==> src/rtl/sobol_rng_gen.sv <==
// sobol_rng_gen: one-dimension Sobol sequence generator, width-generic.
// Each enabled cycle the lowest zero bit of the point counter selects a
// direction vector that is XORed into the running Sobol state.  When the
// counter is all ones the period is complete: state and counter return to 0
// and wrap pulses for one cycle.
// Optional feature macro: SOBOL_DIRLOAD_EN -- direction vectors become a
// run-time writable register file (dirWe/dirIdx/dirData).  Without it the
// vectors are the constant dimension-1 set and the write port is ignored.
// No handshake: every cycle with enable=1 consumes exactly one point, and
// all outputs reflect that point one cycle after the enable edge.
module sobol_rng_gen #(
    parameter  int WIDTH = 8,
    localparam int LOGW  = $clog2(WIDTH + 1)
) (
    input  logic             clk,
    input  logic             rst,
    input  logic             enable,
    input  logic             dirWe,
    input  logic [LOGW-1:0]  dirIdx,
    input  logic [WIDTH-1:0] dirData,
    output logic [WIDTH-1:0] sobolOut,
    output logic [WIDTH-1:0] cntOut,
    output logic [LOGW-1:0]  lszIdx,
    output logic             wrap
);

    // Dimension-1 direction vector k: a single bit walking down from the MSB.
    function automatic logic [WIDTH-1:0] default_vec(input int k);
        return WIDTH'(1) << (WIDTH - 1 - k);
    endfunction

    logic [WIDTH-1:0] sobol_q, sobol_d;
    logic [WIDTH-1:0] cnt_q, cnt_d;
    logic [LOGW-1:0]  lsz_idx_q, lsz_idx_d;
    logic             wrap_q, wrap_d;

    logic [LOGW-1:0]  lsz;
    logic             cnt_all_ones;
    logic [WIDTH-1:0] sel_vec;
    logic [WIDTH-1:0] dir_vec [WIDTH];

`ifdef SOBOL_DIRLOAD_EN
    logic [WIDTH-1:0] dir_q [WIDTH];
    logic [WIDTH-1:0] dir_d [WIDTH];

    // Direction-vector write port; out-of-range indices match no entry.
    always_comb begin
        for (int k = 0; k < WIDTH; k++) begin
            dir_d[k] = dir_q[k];
            if (dirWe && (dirIdx == LOGW'(k))) begin
                dir_d[k] = dirData;
            end
        end
    end

    // Direction-vector storage, restored to dimension 1 on reset.
    always_ff @(posedge clk) begin
        for (int k = 0; k < WIDTH; k++) begin
            if (rst) begin
                dir_q[k] <= default_vec(k);
            end else begin
                dir_q[k] <= dir_d[k];
            end
        end
    end

    // The advance reads the stored vectors, so a same-cycle write is seen next cycle.
    always_comb begin
        for (int k = 0; k < WIDTH; k++) begin
            dir_vec[k] = dir_q[k];
        end
    end
`else
    logic unused_dir_port;
    assign unused_dir_port = ^{dirWe, dirIdx, dirData};

    // Constant dimension-1 vectors; no storage.
    always_comb begin
        for (int k = 0; k < WIDTH; k++) begin
            dir_vec[k] = default_vec(k);
        end
    end
`endif

    // Priority chain: index of the lowest zero bit of the counter, WIDTH if none.
    always_comb begin
        lsz = LOGW'(WIDTH);
        for (int k = WIDTH - 1; k >= 0; k--) begin
            if (!cnt_q[k]) begin
                lsz = LOGW'(k);
            end
        end
    end

    assign cnt_all_ones = &cnt_q;

    // WIDTH:1 mux selecting the direction vector addressed by the chain.
    always_comb begin
        sel_vec = '0;
        for (int k = 0; k < WIDTH; k++) begin
            if (lsz == LOGW'(k)) begin
                sel_vec = dir_vec[k];
            end
        end
    end

    // Next point: XOR step, or return to zero at the end of the period.
    always_comb begin
        sobol_d   = sobol_q;
        cnt_d     = cnt_q;
        lsz_idx_d = lsz_idx_q;
        wrap_d    = 1'b0;
        if (enable) begin
            lsz_idx_d = lsz;
            if (cnt_all_ones) begin
                sobol_d = '0;
                cnt_d   = '0;
                wrap_d  = 1'b1;
            end else begin
                sobol_d = sobol_q ^ sel_vec;
                cnt_d   = cnt_q + WIDTH'(1);
            end
        end
    end

    // Output state registers with synchronous reset.
    always_ff @(posedge clk) begin
        if (rst) begin
            sobol_q   <= '0;
            cnt_q     <= '0;
            lsz_idx_q <= '0;
            wrap_q    <= 1'b0;
        end else begin
            sobol_q   <= sobol_d;
            cnt_q     <= cnt_d;
            lsz_idx_q <= lsz_idx_d;
            wrap_q    <= wrap_d;
        end
    end

    assign sobolOut = sobol_q;
    assign cntOut   = cnt_q;
    assign lszIdx   = lsz_idx_q;
    assign wrap     = wrap_q;

endmodule

==> config.mk <==
export PLATFORM = sky130hd
export DESIGN_NAME = sobol_rng_gen
export DESIGN_NICKNAME = d
export VERILOG_FILES = /design/src/rtl/sobol_rng_gen.sv
export SDC_FILE = /design/constraint.sdc
export NUM_CORES = 1
export LEC_CHECK = 0
export ABC_AREA = 0
export ABC_CLOCK_PERIOD_IN_PS = 2300
export BUFFER_PORTS_ARGS = -buffer_cell sky130_fd_sc_hd__buf_2
export CAP_MARGIN = 40
export CORE_UTILIZATION = 45
export DETAILED_ROUTE_END_ITERATION = 16
export PLACE_DENSITY = 0.75
export SETUP_SLACK_MARGIN = 0.5
export SLEW_MARGIN = 20
export SYNTH_ARGS = -nofsm -noshare
export SYNTH_HDL_FRONTEND = slang
export SYNTH_SLANG_ARGS = --single-unit
==> constraint.sdc <==
create_clock -name clk -period 2.3 [get_ports clk]
set_input_delay 0.345 -clock clk [delete_from_list [all_inputs] [get_ports clk]]
set_output_delay 0.345 -clock clk [all_outputs]
set_load 0.005 [all_outputs]
-- Word level (Yosys, flattened, before mapping)
Cells that the tools add are included.
- register bits after elaboration: 21
- latch bits: 0
- RAM bits: 0
- ROM bits: 0
- bits of input ports: 16
- output and inout port bits: 21
- word-level logic and storage cells: 36
- memories kept: 0
- $add $sub $neg: 1
- multiply operators: 0
- divide/modulo/power cells: 0
- magnitude comparators: 0
- equality and inequality tests: 7
- shift-type cells: 0
- mux-type cells: 19
- bitwise gates (word level): 2
- reduce and logical (&&, ||, !) cells: 3
- operator list (cell ; number):
    $mux W8 ; 10
    $mux W4 ; 8
    $eq A4 B3 Y1 const B ; 4
    $add A8 B1 Y8 const B ; 1
    $eq A4 B2 Y1 const B ; 2
    $reduce_and A8 Y1 ; 1
    $xor A8 B8 Y8 ; 1
    $eq A4 B1 Y1 const B ; 1
    $logic_not A4 Y1 ; 1
    $reduce_or A2 Y1 ; 1
    $mux W1 ; 1
    $not A1 Y1 ; 1

-- Logic depth before layout (Yosys ltp)
- word-level depth: 19
- depth in mapped cells: 6
- depth with buffers taken out: 5

-- Least setup slack after synthesis
No wires, ideal clock.
- path kind: reg2reg
- start: register cnt_q[0] (netlist: cntOut[0])
- end: register sobol_q[1] (netlist: sobolOut[1])
- setup time: 0.070 ns
- arrival: 1.667 ns
- data required time: 2.230 ns
- path slack: 0.563 ns
- stages on the path, launching flop included: 5
- buffers on the path: 0
- period minus slack after synthesis: 1.737 ns
- cells stage by stage: dfxtp_1 nand3_4 or4_4 or4_1 a21oi_1
- cells in the longest elaborated chain, start to end: 11
- elaborated cells between the ends (all ways): 18
- those cells by class: eq/ne: 7; mux: 9; bitwise: 1; reduce/logical: 1
- ends and longest elaborated chain (item ; RTL line ; text):
    start: declaration ; 33 ; logic [WIDTH-1:0] cnt_q, cnt_d;
    start signal: assignment ; 135 ; cnt_q <= cnt_d;
    $mux W4 ; 89 ; if (!cnt_q[k]) begin
    $eq A4 B1 Y1 ; 101 ; if (lsz == LOGW'(k)) begin
    $mux W8 (7 in a row) ; 101 ;
    $xor A8 B8 Y8 ; 120 ; sobol_d = sobol_q ^ sel_vec;
    $mux W8 * ; 115 ; if (cnt_all_ones) begin
    end signal: assignment ; 134 ; sobol_q <= sobol_d;
    end: declaration ; 32 ; logic [WIDTH-1:0] sobol_q, sobol_d;
Every way passes the cells marked *; elsewhere a longest branch is shown, timed or not.
A chain may end at the register's enable or synchronous reset.

-- Worst setup path in the final report
Ends and elaborated chain as after synthesis.

==> summary.md <==
| Metric | Value |
|---|---|
| Final Skew | 0.00380 ns |
| Slowest Stage Delay on Critical Path | 0.56 ns |
| Routing usage on met3 | 2.26% |
| Vias in the first global route | around 700 |
| DR iter-0 viols | 19 |
| CP Launch Type | flip-flop |
| Post-place setup slack | about 0.42 ns |
| RePlAce Congestion | about 0.86 |
| Final Hold Vio Count | 0 |
| Worst Setup SP | cntOut[0] |
| GRT overflow | 0 |
| Fin crit share | 73.9% |
| Util after Layout | 57.7% |
| CTS H-tree lvls | 1 |
| Layout Nets | 153 |
| Final Power | about 600 uW |
| Die Wd | 48.0 um |
| Max-cap viol count | 0 |
| Global routing's busiest layer | met2 |
| Clk_lat worst skew | 0.29 ns |
| Num ports | 37 |
| Crit-path cells | nand3_4, or4_4, or4_1, a21oi_2 |
| Post-DP HPWL | 1.40 mm |
| CTS tree | done |
| Met1 Usage GRT | 25.7% |
| Largest family of logic cells by synthesized area | simple AND/OR/NAND/NOR gates |
| Placed cell area | 1090 um^2 |
| Critical path class | flip-flop to flip-flop |
| Clock Sinks | 21 |
| Total wire length | 1.98 mm |
| Critical path required time | 2.53 ns |
| Ratio of cells with drive above 1 in the final layout | 28.1% |
| Die area | between 2000 and 2500 um^2 |
| Synth Area in Simple Gates | 25.5% |
| Core Box Area | 1980 um^2 |
| Final setup violation count | 0 |
| WP depth | 4 |
| Synth Cell Area | 953 um^2 |
| Initial antenna violation count | 0 |
| Area Growth Syn to Fin | 19.9% |
| Seq/Total Area, Yosys | 44.1% |
| End of the worst register-to-register path | sobolOut[1] |
| Clock root buffer | clkbuf_4 |
| Port bufs | 23 |
| Crit. End Element | flip-flop |
| Final min period | 1.70 ns |
| Max IR drop VDD | 0.000325 V |
| Maximum clock insertion buffer count | 2 |
| Slew Limit Headroom | 71.5% |
| Status | completed |
| First-pass GRT wire length | 3.00 mm |
| N_diodes | 0 |
| Xor/xnor cell area share of the yosys netlist | 9.19% |
| Initial Utilization | 48.1% |
| Critical path's slowest cell | or4_4 |
| Distinct cells, synth | 30 |
| CP arrival | 1.93 ns |
| Leak | 0.477 nW |
| Leading cell type in the layout, fill and taps excluded | buf_2 |
| Slack of the critical path | approximately 0.60 ns |
| R2R setup slack | 0.60 ns |
| Layout Cells excl Fill | 162 |
| Post-Synth Adder-Cell Area | around 1.3% |
| Setup TNS | 0 ns |
| DR pass1 iterations | 4 |
| Pin count of the biggest net entering global routing | 12 |
| Total GRT Usage | around 18% |
| Yosys warning total | 0 |
| DR WL/cell | 12.2 um |
| R2r worst-path depth | 4 |
| DR vias | 844 |
| Hold WS | 0.347 ns |
| TritonCTS buffer count | 3 |
| CP bufs+invs | 0 |
| Min-delay worst type | primary input to flip-flop |
| Worst setup endpoint | sobolOut[1] |
| Syn_nets | about 130 |
| Die H | 48.0 um |
| Unrepaired setup endpoints after global routing | false |
| Syn Area/Cell | 8.75 um^2 |
| Pins Over Slew Limit | 0 |
| Pwr/cell area | ~540 nW/um^2 |
| Commonest non-fill, non-tap cells in the layout | buf_2, dfxtp_1, nor2_1 |
| Placed Cells | 156 |
| Design area | 1140 um^2 |
| CTS clk-pin slew, worst paths | 0.11 ns |
| Detail Route Antenna Nets | 0 |
| Slew @ Worst Pin | between 0.4 and 0.5 ns |
| Crit path max-delay family | simple AND/OR/NAND/NOR gates |
| # DRC | 0 |
| Max Freq | 588 MHz |
| CP Max Fanout | 7 |
| Via density | roughly 5.2 |
| Reg-to-reg startpoint | cntOut[0] |
| Compound-Gate Fraction of Synth Area | 12.3% |
| Hold depth | 2 |
| #FFs+latches synth | 21 |
| CTS Hold Bufs | 0 |
| GR Util met2 | 28.9% |
| FP Rows | 16 |
| Cells after synthesis | between 100 and 150 |
| Multiplexer share of the synthesized area | 3.15% |
==> flip-flops by register name, summed over array words and instances (netlist names) <==
signal    flops
lszIdx        4
sobolOut      8
wrap          1
cntOut        8
==> how the worst min path moves through the flow <==
stage	start	to	slack, ns
after floorplan	lszIdx[3]	lszIdx[3]	0.45
after global placement	lszIdx[3]	lszIdx[3]	0.44
after detailed placement	lszIdx[3]	lszIdx[3]	0.45
after CTS	rst	lszIdx[0]	0.34
after global routing	rst	cntOut[1]	0.35
final	rst	cntOut[4]	0.35
==> power by group <==
| group | internal [mW] | switching [mW] | leakage (nW) |
|---|---|---|---|
| Combinational | 0.0285 | 0.0336 | 0.291 |
| Sequential | 0.373 | 0.0111 | 0.172 |
| Clock | 0.0673 | 0.103 | 0.0150 |
==> cell usage after synthesis <==
library cell / instances / share of area [%]
nor2_1: 15 / 5.9
o22a_1: 1 / 0.92
xor2_1: 1 / 0.92
o21a_1: 2 / 1.6
buf_2: 1 / 0.52
a21boi_0: 1 / 0.79
nand2b_1: 3 / 2.0
or4_4: 1 / 1.2
o22ai_1: 1 / 0.66
o21ai_0: 3 / 1.6
clkbuf_1: 2 / 0.79
o31ai_1: 2 / 1.6
ha_1: 1 / 1.3
and4_1: 2 / 1.8
a21oi_1: 10 / 5.2
nor3b_1: 1 / 0.79
dfxtp_1: 21 / 44
mux2i_1: 3 / 3.1
nand4_1: 3 / 2.0
or4_1: 2 / 1.6
nand3_1: 1 / 0.52
inv_1: 4 / 1.6
nand3_4: 1 / 1.8
nor4_1: 1 / 0.66
nor2b_1: 1 / 0.66
and3_2: 2 / 1.6
nor3_1: 2 / 1.0
xnor2_1: 9 / 8.3
nand2_1: 10 / 3.9
buf_4: 2 / 1.6
==> area by class of cell <==
| cell class | instances | area, um^2 |
|---|---|---|
| Fill cell | 181 | 838 |
| Multi-Input combinational cell | 79 | 494 |
| Sequential cell | 21 | 429 |
| Timing Repair Buffer | 27 | 145 |
| Tap cell | 27 | 33.8 |
| Clock buffer | 4 | 26.3 |
| Inverter | 4 | 15.0 |
==> per-layer routing <==
layer	share of wire [%]	wire length (um)
met5	0	0
met4	0.35	7
met3	4.3	85
met2	47	932
met1	48	953
==> kinds of logic after synthesis <==
family / Yosys count
AND/OR/NAND/NOR: 45
flip-flops: 21
AO/OA/AOI/OAI: 20
XOR/XNOR: 10
buffers and inverters: 9
multiplexers: 3
adder cells (fa/ha/maj): 1
==> what timing repair did <==
action	4_1_cts	5_1_grt
setup buffers	0	2
resized for setup	2	4
setup endpoints to repair	1	1
==> worst register-to-register path: stages, from the launching register on <==
cell     delay [ns]
dfxtp_4        0.41
nand3_4        0.11
or4_4          0.56
or4_1          0.43
a21oi_2        0.14
Power figures use the tool's default switching activity.
